**config.mk**
```make
export PLATFORM = sky130hd
export DESIGN_NAME = router_ingress
export DESIGN_NICKNAME = d
export VERILOG_FILES = /design/src/rtl/router_ingress.sv
export SDC_FILE = /design/constraint.sdc
export NUM_CORES = 1
export LEC_CHECK = 0
export ABC_AREA = 1
export CAP_MARGIN = 5
export CORE_UTILIZATION = 40
export DETAILED_ROUTE_END_ITERATION = 7
export GPL_ROUTABILITY_DRIVEN = 0
export PLACE_DENSITY_LB_ADDON = 0.12
export SYNTH_ARGS = -nofsm -noshare
export SYNTH_HDL_FRONTEND = slang
export SYNTH_SLANG_ARGS = --single-unit
```
**constraint.sdc**
```tcl
create_clock -name wr_clk -period 2.7 [get_ports wr_clk]
set_clock_uncertainty 0.15 [all_clocks]
set_input_delay 0.405 -clock wr_clk [delete_from_list [all_inputs] [get_ports wr_clk]]
set_output_delay 0.405 -clock wr_clk [all_outputs]
set_load 0.02 [all_outputs]
```
**src/rtl/router_ingress.sv**
```systemverilog
// router_ingress: parses header/payload/parity bytes and steers them into one of three write-side FIFOs
module router_ingress (
    input  logic       wr_clk,
    input  logic       reset,
    input  logic [7:0] in_data,
    input  logic       in_valid,
    output logic       in_ready,
    input  logic [2:0] fifo_full,
    output logic [2:0] fifo_wr_en,
    output logic [7:0] fifo_data,
    output logic       busy,
    output logic       pkt_done,
    output logic       parity_err,
    output logic [7:0] err_cnt,
    output logic [7:0] drop_cnt
);
    typedef enum logic [2:0] {IDLE, HDR, PAYLOAD, PARITY, DROP} state_t;
    state_t state, state_n;
    logic [7:0] hdr_reg, par_acc;
    logic [5:0] len_cnt;
    logic [6:0] drop_rem;
    logic [1:0] dest;
    logic [3:0] full_ext, dest_hot;
    logic       dest_full, accept, wr, pass;
    // Address 3 never reaches a FIFO; padding its full bit high keeps the index in range and harmless.
    assign dest      = hdr_reg[1:0];
    assign full_ext  = {1'b1, fifo_full};
    assign dest_full = full_ext[dest];
    assign dest_hot  = 4'b0001 << dest;
    assign pass      = state == PAYLOAD || state == PARITY;
    assign in_ready  = reset && (state == IDLE || state == DROP || (pass && !dest_full));
    assign accept    = in_valid && in_ready;
    assign wr        = state == HDR ? !dest_full : pass && accept;
    assign fifo_wr_en = wr ? dest_hot[2:0] : 3'b000;
    assign fifo_data = state == HDR ? hdr_reg : in_data;
    assign busy      = state != IDLE;
    // State register
    always_ff @(posedge wr_clk or negedge reset) begin
        if (!reset) state <= IDLE;
        else state <= state_n;
    end
    // Next-state decode driven by accepted bytes and the header write
    always_comb begin
        state_n = state;
        case (state)
            IDLE:    if (accept) state_n = in_data[1:0] == 2'd3 ? DROP : HDR;
            HDR:     if (wr) state_n = len_cnt != 6'd0 ? PAYLOAD : PARITY;
            PAYLOAD: if (accept && len_cnt == 6'd1) state_n = PARITY;
            PARITY:  if (accept) state_n = IDLE;
            DROP:    if (accept && drop_rem == 7'd1) state_n = IDLE;
            default: state_n = IDLE;
        endcase
    end
    // Header capture, parity accumulation, byte counters and saturating statistics
    always_ff @(posedge wr_clk or negedge reset) begin
        if (!reset) begin
            hdr_reg    <= 8'd0;
            par_acc    <= 8'd0;
            len_cnt    <= 6'd0;
            drop_rem   <= 7'd0;
            pkt_done   <= 1'b0;
            parity_err <= 1'b0;
            err_cnt    <= 8'd0;
            drop_cnt   <= 8'd0;
        end else begin
            pkt_done   <= 1'b0;
            parity_err <= 1'b0;
            if (accept) begin
                case (state)
                    IDLE: begin
                        hdr_reg <= in_data;
                        par_acc <= in_data;
                        len_cnt <= in_data[7:2];
                        if (in_data[1:0] == 2'd3) drop_rem <= {1'b0, in_data[7:2]} + 7'd1;
                    end
                    PAYLOAD: begin
                        par_acc <= par_acc ^ in_data;
                        len_cnt <= len_cnt - 6'd1;
                    end
                    PARITY: begin
                        pkt_done   <= 1'b1;
                        parity_err <= par_acc != in_data;
                        if (par_acc != in_data && err_cnt != 8'hFF) err_cnt <= err_cnt + 8'd1;
                    end
                    DROP: begin
                        drop_rem <= drop_rem - 7'd1;
                        if (drop_rem == 7'd1 && drop_cnt != 8'hFF) drop_cnt <= drop_cnt + 8'd1;
                    end
                    default: ;
                endcase
            end
        end
    end
endmodule

```
* After elaboration in Yosys (flattened, before gate mapping) *
Cells that the tools add are included.

word-level totals
  output and inout port bits = 31
  bits in registers = 50
  word-level logic and storage cells = 77
  input port bits = 14

operators by class
  magnitude comparators = 1
  add/sub/neg operators = 5
  muxes and demuxes = 21
  bitwise gates (word level) = 1
  shift operators = 1
  reduce and logical (&&, ||, !) cells = 23
  equal/unequal tests = 16

operators by type and width
  kind                 count
  $mux 3               7
  $add 8x1->8 const B  2
  $ne 8x8->1 const B   2
  $pmux 8 s2           1
  $pmux 3 s5           1
  $pmux 7 s2           1
  $pmux 6 s2           1
  $reduce_and 3->1     3
  $logic_and 1x1->1    8
  $mux 8               1
  $ne 8x8->1           1
  $xor 8x8->8          1
  $add 6x1->7 const B  1
  $eq 7x1->1 const B   1
  $mux 1               7
  $mux 7               1
  $sub 7x1->7 const B  1
  $eq 3x2->1 const B   2
  $eq 6x1->1 const B   1
  $ne 2x1->1 const B   3
  $ne 2x2->1 const B   3
  $reduce_bool 6->1    1
  $sub 6x1->6 const B  1
  $reduce_and 5->1     1
  other kinds (12)     16

* Logic depth before layout (Yosys ltp) *
Gate-level depths: netlist of run 1.

  depth in word-level cells = 11
  gate-level depth with buffers = 13

* Least setup slack after synthesis of run 1 *
Ideal clock, no wire load.

  path type = reg2out
  start point = reg state[2]
  end point = out fifo_wr_en[0]
  slack = 0.488 ns
  path buffers = 1
  stages on the path, launching flop included = 7
  arrival = 1.657 ns
  path through = dfrtp_1 > buf_2 > nor3_2 > inv_1 > o22ai_1 > inv_1 > nor3_1

between the ends
  cells in the longest elaborated chain, start to end = 9
  elaborated cells on any way between the ends = 14

RTL lines
  item                    RTL line  source
  start, declared         18        state_t state, state_n;
  start signal, assigned  40        else state <= state_n;
  $eq 3x2->1              30        assign pass = state == PAYLOAD || state == PARITY;
  $logic_or 1x1->1        30
  $logic_and 1x1->1       31        assign in_ready = reset && (state == IDLE || state == DROP || (pass && !dest_full));
  $logic_or 1x1->1        31
  $logic_and 1x1->1       31
  $logic_and 1x1->1       32        assign accept = in_valid && in_ready;
  $logic_and 1x1->1       33        assign wr = state == HDR ? !dest_full : pass && accept;
  $mux 1 *                33
  $mux 3 *                34        assign fifo_wr_en = wr ? dest_hot[2:0] : 3'b000;
  end, declared           9         output logic [2:0] fifo_wr_en,

Every way passes the cells marked *; elsewhere a longest branch is shown, timed or not.

* Worst setup path after layout of run 1 *
  start point = reg hdr_reg[0]
  end point = out fifo_wr_en[0]

between the ends
  cells in the longest elaborated chain, start to end = 10
  elaborated cells on any way between the ends = 11

RTL lines
  item                          RTL line  source
  start, declared               19        logic [7:0] hdr_reg, par_acc;
  start signal, assigned        71        hdr_reg <= in_data;
  $bmux 1 s2                    28        assign dest_full = full_ext[dest];
  $mux 1 (not written as such)  28
  $logic_not 1->1               31, 33
  $logic_and 1x1->1             31
  $logic_or 1x1->1              31
  $logic_and 1x1->1             31
  $logic_and 1x1->1             32
  $logic_and 1x1->1             33
  $mux 1                        33
  $mux 3 *                      34

Every way passes the cells marked *; elsewhere a longest branch is shown, timed or not. The select of a mux whose other input is x is not followed.

==> flow_metrics.env, run 1 <==
export IMPL_status="finished clean"
export IMPL_dieHeight_microns=88.07
export IMPL_cap_viol_max_count=0
export IMPL_switching_power_mw=1.525
export IMPL_cp_end_kind="primary output"
export IMPL_ctsResizeCount=6
export IMPL_drt_pass1_iter_count=4
export IMPL_vias=2618
export IMPL_grt_pass1_wl_mm=11.37
export IMPL_clk_latency_ns=0.31
export IMPL_cts_hold_buf=0
export IMPL_detail_route_antenna_nets=0
export IMPL_synth_nets=394
export IMPL_fin_total_pwr_mw=3.397
export IMPL_cts_sinks=50
export IMPL_synthDistinctLibCells=35
export IMPL_final_setup_viol_count=0
export IMPL_n_fill_cell=739
export IMPL_whs_ns=0.1412
export IMPL_ios=45
export IMPL_design_area_sq_um=3664
export IMPL_rsz0062_at_grt="no"
export IMPL_maxSlewViolCount=0
export IMPL_dp_slack_ns=-0.1023
export IMPL_cellPowerDensity_nw_per_um2=927.3
export IMPL_via_per_inst=4.949
export IMPL_yosys_warnings=0
export IMPL_cts_made_buffers=5
export IMPL_synth_area_leader_cell="dfrtp_1"
export IMPL_rows=31
export IMPL_syn_inst=373
export IMPL_drc_errors=0
export IMPL_start_util_pct=41.07
export IMPL_drive_gt1_share_pct=10.23
export IMPL_synth_area_sq_um=2963
export IMPL_finalHoldViolCount=0
export IMPL_p_leak_nw=1.787
export IMPL_fin_crit_sh_pct=93.64
export IMPL_diodes=0
export IMPL_cts_tree="built"
export IMPL_wire_per_inst_microns=12.88
export IMPL_synth_top_area_share_pct=42.23
export IMPL_dr_first_iter_drc_count=93
export IMPL_area_growth_pct=23.65
export IMPL_die_area_sq_um=7755
export IMPL_detailed_place_area_sq_um=3556
export IMPL_hpwl_mm=4.969
export IMPL_htreeDepth=2
export IMPL_antenna_found_initial=0
export IMPL_pwr_share_seq_pct=35.9
export IMPL_worst_ep_arrival_time_ns=1.97
export IMPL_cts_setup_buffers=0
export IMPL_port_buffers=44
export IMPL_core_sq_um=7214
export IMPL_fmax_ghz=0.3955
export IMPL_swShare_pct=44.88
export IMPL_synth_seq_area_share_pct=42.23
export IMPL_clkPwrFrac_pct=14.4
export IMPL_clock_root_buffer="clkbuf_8"
export IMPL_grt_pass1_vias=2482
export IMPL_fin_crit_ns=2.528
export IMPL_relSlewSlack_pct=54.34
export IMPL_min_path_type="in2async"
export IMPL_pwr_share_comb_pct=49.7
export IMPL_ys_seq_elements=50
export IMPL_die_x_microns=88.07
export IMPL_crit_required_ns=2.14
export IMPL_fin_ws_ns=0.1718
export IMPL_clockBufferDepth=2
export IMPL_ir_worst_vdd_v=0.0003565
export IMPL_grt_max_degree=52
export IMPL_cp_max_fo=7
export IMPL_syn_area_per_cell_sq_um=7.943
export IMPL_grt_use_total_pct=18.92
export IMPL_start_kind="flip-flop"
export IMPL_synth_area_leaders="dfrtp_1 42%, nand2_1 13%, o21ai_0 6.9%"
export IMPL_internal_power_mw=1.872
export IMPL_grt_overflow=0
export IMPL_worst_slew_pin_slew_ns=0.6850
export IMPL_worstSetupPathType="reg2out"
export IMPL_nets=450
export IMPL_clk_pin_slew_ns=0.10
export IMPL_routed_wl_mm=6.816
==> per-layer routing <==
metal	track usage [%]	vias up	share of wire [%]
li1	-	1326	-
met1	25.84	1230	48
met2	31.08	54	47
met3	3.016	8	4.4
met4	5.425	0	1.3
met5	0	-	0
==> path summary, 6_finish.rpt <==
path,startpoint,endpoint,slack (ns),depth (start not counted)
setup / recovery,hdr_reg[0],fifo_wr_en[0],0.17,8
hold / removal,reset,hdr_reg[7],0.14,2
setup reg to reg,state[1],len_cnt[5],0.55,9
hold reg to reg,hdr_reg[3],hdr_reg[3],0.34,2
max in group asynchronous,reset,state[0],1.74,2
min in group wr_clk,hdr_reg[3],hdr_reg[3],0.34,2
==> layout make-up <==
type,count,area (sq um),area share [%]
Multi-Input combinational cell,273,1493,40.74
Sequential cell,50,1252,34.19
Timing Repair Buffer,57,536.8,14.65
Inverter,42,157.7,4.303
Tap cell,99,123.9,3.381
Clock buffer,6,82.58,2.254
Clock inverter,2,17.52,0.4781
==> cells in the final DEF (no fill, tap or decap), types with 10 or more instances in the layout <==
cell type	Yosys	layout
buf_4	0	13
inv_1	37	37
nand3_1	18	18
nor2_1	17	16
xnor2_1	10	10
dfrtp_1	50	49
nor3_1	14	14
clkdlybuf4s50_1	0	34
nand2_1	102	102
xor2_1	19	19
o21ai_0	41	41
==> kinds of logic after synthesis <==
| logic type | after synthesis | share of synthesized area (%) |
|---|---|---|
| simple gates | 170 | 25.63 |
| buf+inv | 50 | 7.474 |
| flops | 50 | 42.23 |
| compound gates | 66 | 12.75 |
| xor+xnor | 29 | 8.573 |
| mux | 1 | 0.3800 |
| fa+ha+maj | 7 | 2.956 |
==> power groups by stage <==
stage / combinational (mW) / sequential [mW] / clock, mW
after floorplan: 1.14 / 1.22 / 0
after global placement: 1.68 / 1.22 / 0
after detailed placement: 1.70 / 1.23 / 0
after CTS: 1.70 / 1.22 / 0.500
after global routing: 1.91 / 1.25 / 0.523
final: 1.69 / 1.22 / 0.489
==> stage by stage <==
stage	TNS [ns]	instances	util [%]
after floorplan	0	373	-
after global placement	-0.1253	521	49.29
after detailed placement	-0.2541	521	49.29
after CTS	0	529	50.62
after global routing	0	529	50.78
final	0	529	50.78
==> worst max-delay path, stage by stage (launching register included) <==
cell and delay [ns]:
dfrtp_1 0.47, o21ai_1 0.23, nand3_2 0.11, nand2_2 0.10
nand3_4 0.06, o22ai_1 0.11, inv_1 0.08, nor3_1 0.13
dlygate4sd2_1 0.35
==> cell usage after synthesis (all sizes together) <==
library cell and number:
a31oi 1, o31ai 1, nand4 7, nor3 16, xnor2 10, o211ai 3
o22ai 2, nand3b 1, buf 7, nand2 106, clkbuf 1, nand3 20
dfrtp 50, mux2 1, a21boi 3, o21a 1, a21oi 5, nor2 20
inv 42, ha 7, o21ai 49, xor2 19, o32ai 1
Note: power is estimated with default switching activity, not from simulation.
==> run 2: changes to the inputs <==
- CORE_UTILIZATION: 40 -> 50
- SLEW_MARGIN: default -> 20
==> run 2 against run 1 <==
  * Maximum frequency fell by 0.42%
  * Sequential cell count did not move
  * Clock power fell by 7.6%
  * Largest power group unchanged
  * First-iteration DRC count rose by 61%
==> flow_metrics.env, run 2 (synthesized netlist as in run 1, its figures left out) <==
export IMPL_core_sq_um=5608
export IMPL_grt_overflow=0
export IMPL_layout_common_cells="102 x nand2_1, 50 x dfrtp_1, 41 x o21ai_0, 37 x inv_1, 32 x clkdlybuf4s50_1"
export IMPL_area_growth_pct=22.85
export IMPL_fmax_ghz=0.3939
export IMPL_routed_wl_mm=6.503
export IMPL_dieHeight_microns=78.98
export IMPL_hpwl_mm=4.901
export IMPL_finalHoldViolCount=0
export IMPL_grt_use_total_pct=23.55
export IMPL_grt_pass1_wl_mm=11.31
export IMPL_status="finished clean"
export IMPL_drc_errors=0
export IMPL_cap_viol_max_count=0
export IMPL_fin_total_pwr_mw=3.334
export IMPL_tns_ns=0
export IMPL_n_fill_cell=490
export IMPL_cp_max_fo=7
export IMPL_ios=45
export IMPL_clk_pin_slew_ns=0.09
export IMPL_multi_input_area_sq_um=1490
export IMPL_wire_per_inst_microns=12.93
export IMPL_start_kind="flip-flop"
export IMPL_die_area_sq_um=6238
export IMPL_dp_slack_ns=-0.1018
export IMPL_cp_end_kind="primary output"
export IMPL_port_buffers=44
export IMPL_crit_required_ns=2.14
export IMPL_cts_sinks=50
export IMPL_final_common_cell="nand2_1"
export IMPL_ir_worst_vdd_v=0.0004916
export IMPL_relSlewSlack_pct=59.91
export IMPL_grt_pass1_vias=2423
export IMPL_grt_max_degree=38
export IMPL_fin_ws_ns=0.1610
export IMPL_cts_setup_buffers=0
export IMPL_cellPowerDensity_nw_per_um2=916.1
export IMPL_cp_cell_sequence="o21ai_1 -> nand3_2 -> nand2_2 -> nand3_4 -> o22ai_1 -> inv_1 -> nor3_1 -> dlygate4sd2_1"
export IMPL_nets=451
export IMPL_worstSetupPathType="reg2out"
export IMPL_fin_crit_ns=2.539
export IMPL_via_per_inst=5.175
export IMPL_final_setup_viol_count=0
export IMPL_crit_slowest_cell="dfrtp_1"
export IMPL_die_x_microns=78.98
export IMPL_clockBufferDepth=2
export IMPL_drt_pass1_iter_count=4
export IMPL_cts_made_buffers=5
export IMPL_start_util_pct=52.83
export IMPL_rsz0062_at_grt="no"
export IMPL_max_stage_delay_ns=0.47
export IMPL_maxSlewViolCount=0
export IMPL_worst_ep_arrival_time_ns=1.98
export IMPL_dr_first_iter_drc_count=150
export IMPL_antenna_found_initial=0
export IMPL_rows=27
export IMPL_detail_route_antenna_nets=0
export IMPL_ff_latch_area_sq_um=1251
export IMPL_clk_latency_ns=0.31
export IMPL_htreeDepth=2
export IMPL_diodes=0
export IMPL_min_path_type="in2async"
export IMPL_fin_crit_sh_pct=94.04
export IMPL_worst_slew_pin_slew_ns=0.5993
export IMPL_p_leak_nw=1.827
export IMPL_cts_tree="built"
export IMPL_vias=2603
export IMPL_clock_root_buffer="clkbuf_8"
export IMPL_drive_gt1_share_pct=9.513
[run 2: metrics by stage]
stage / utilization, % / std cells / area, sq um / hold slack (ns)
2_1_floorplan: - / 373 / 2963 / -0.04059
3_3_place_gp: 62.81 / 494 / 3522 / 0.3053
3_5_place_dp: 62.81 / 494 / 3522 / 0.3056
4_1_cts: 64.55 / 503 / 3620 / 0.09867
5_1_grt: 64.90 / 503 / 3640 / 0.1137
6_report: 64.90 / 503 / 3640 / 0.06561
[run 2: final cells by class]
type                    instances  share of cell area, %
clock inverters                 1                 0.1375
multi-input cells             273                  40.94
inverters                      42                  4.331
well taps                      72                  2.475
repair buffers                 58                  15.37
clock buffers                   7                  2.372
flip-flops and latches         50                  34.38
[run 2: metal layers]
layer  vias to the layer above  routed length (microns)  track usage, %
met1                      1203                     3058           32.10
li1                       1328                        -               -
met2                        64                     3052           37.41
met4                         0                       78           7.273
met3                         8                      314           5.057
met5                         -                        0               0
[run 2: critical path, delay by kind of cell (launching register included)]
kind | cells | cell delay, ns
flip-flops | 1 | 0.47
buffers and inverters | 2 | 0.44
AO/OA/AOI/OAI | 2 | 0.34
AND/OR/NAND/NOR | 4 | 0.42
[run 2: worst paths after layout]
kind                            startpoint             to  slack (ns)  cells past startpoint
worst max-delay path            hdr_reg[0]  fifo_wr_en[1]        0.16                      8
worst min-delay path                 reset     par_acc[1]        0.07                      2
worst max register to register    state[2]     len_cnt[3]        0.61                      8
worst min register to register  hdr_reg[3]     hdr_reg[3]        0.34                      2
max in group asynchronous            reset     err_cnt[7]        1.33                      3
min in group wr_clk             hdr_reg[3]     hdr_reg[3]        0.34                      2
[run 2: repair_timing]
item / 4_1_cts / 5_1_grt
gates resized for setup: 3 / 8
hold endpoints to repair: 13 / 0
gates cloned: 0 / 0
hold buffers: 1 / 0
endpoints found under the setup margin: 3 / 8
[run 2: power by group]
group	internal (mW)	leakage (nW)	switching, mW	total, mW
Sequential	1.00	0.641	0.214	1.22
Clock	0.207	0.0482	0.245	0.452
Combinational	0.652	1.14	1.01	1.67
==> run 3: changes to the inputs <==
- SKIP_LAST_GASP: default -> 1
- SLEW_MARGIN: 20 -> default
==> results of run 3 <==
Same layout as run 2: the final DEF is identical, and so are final timing and power.
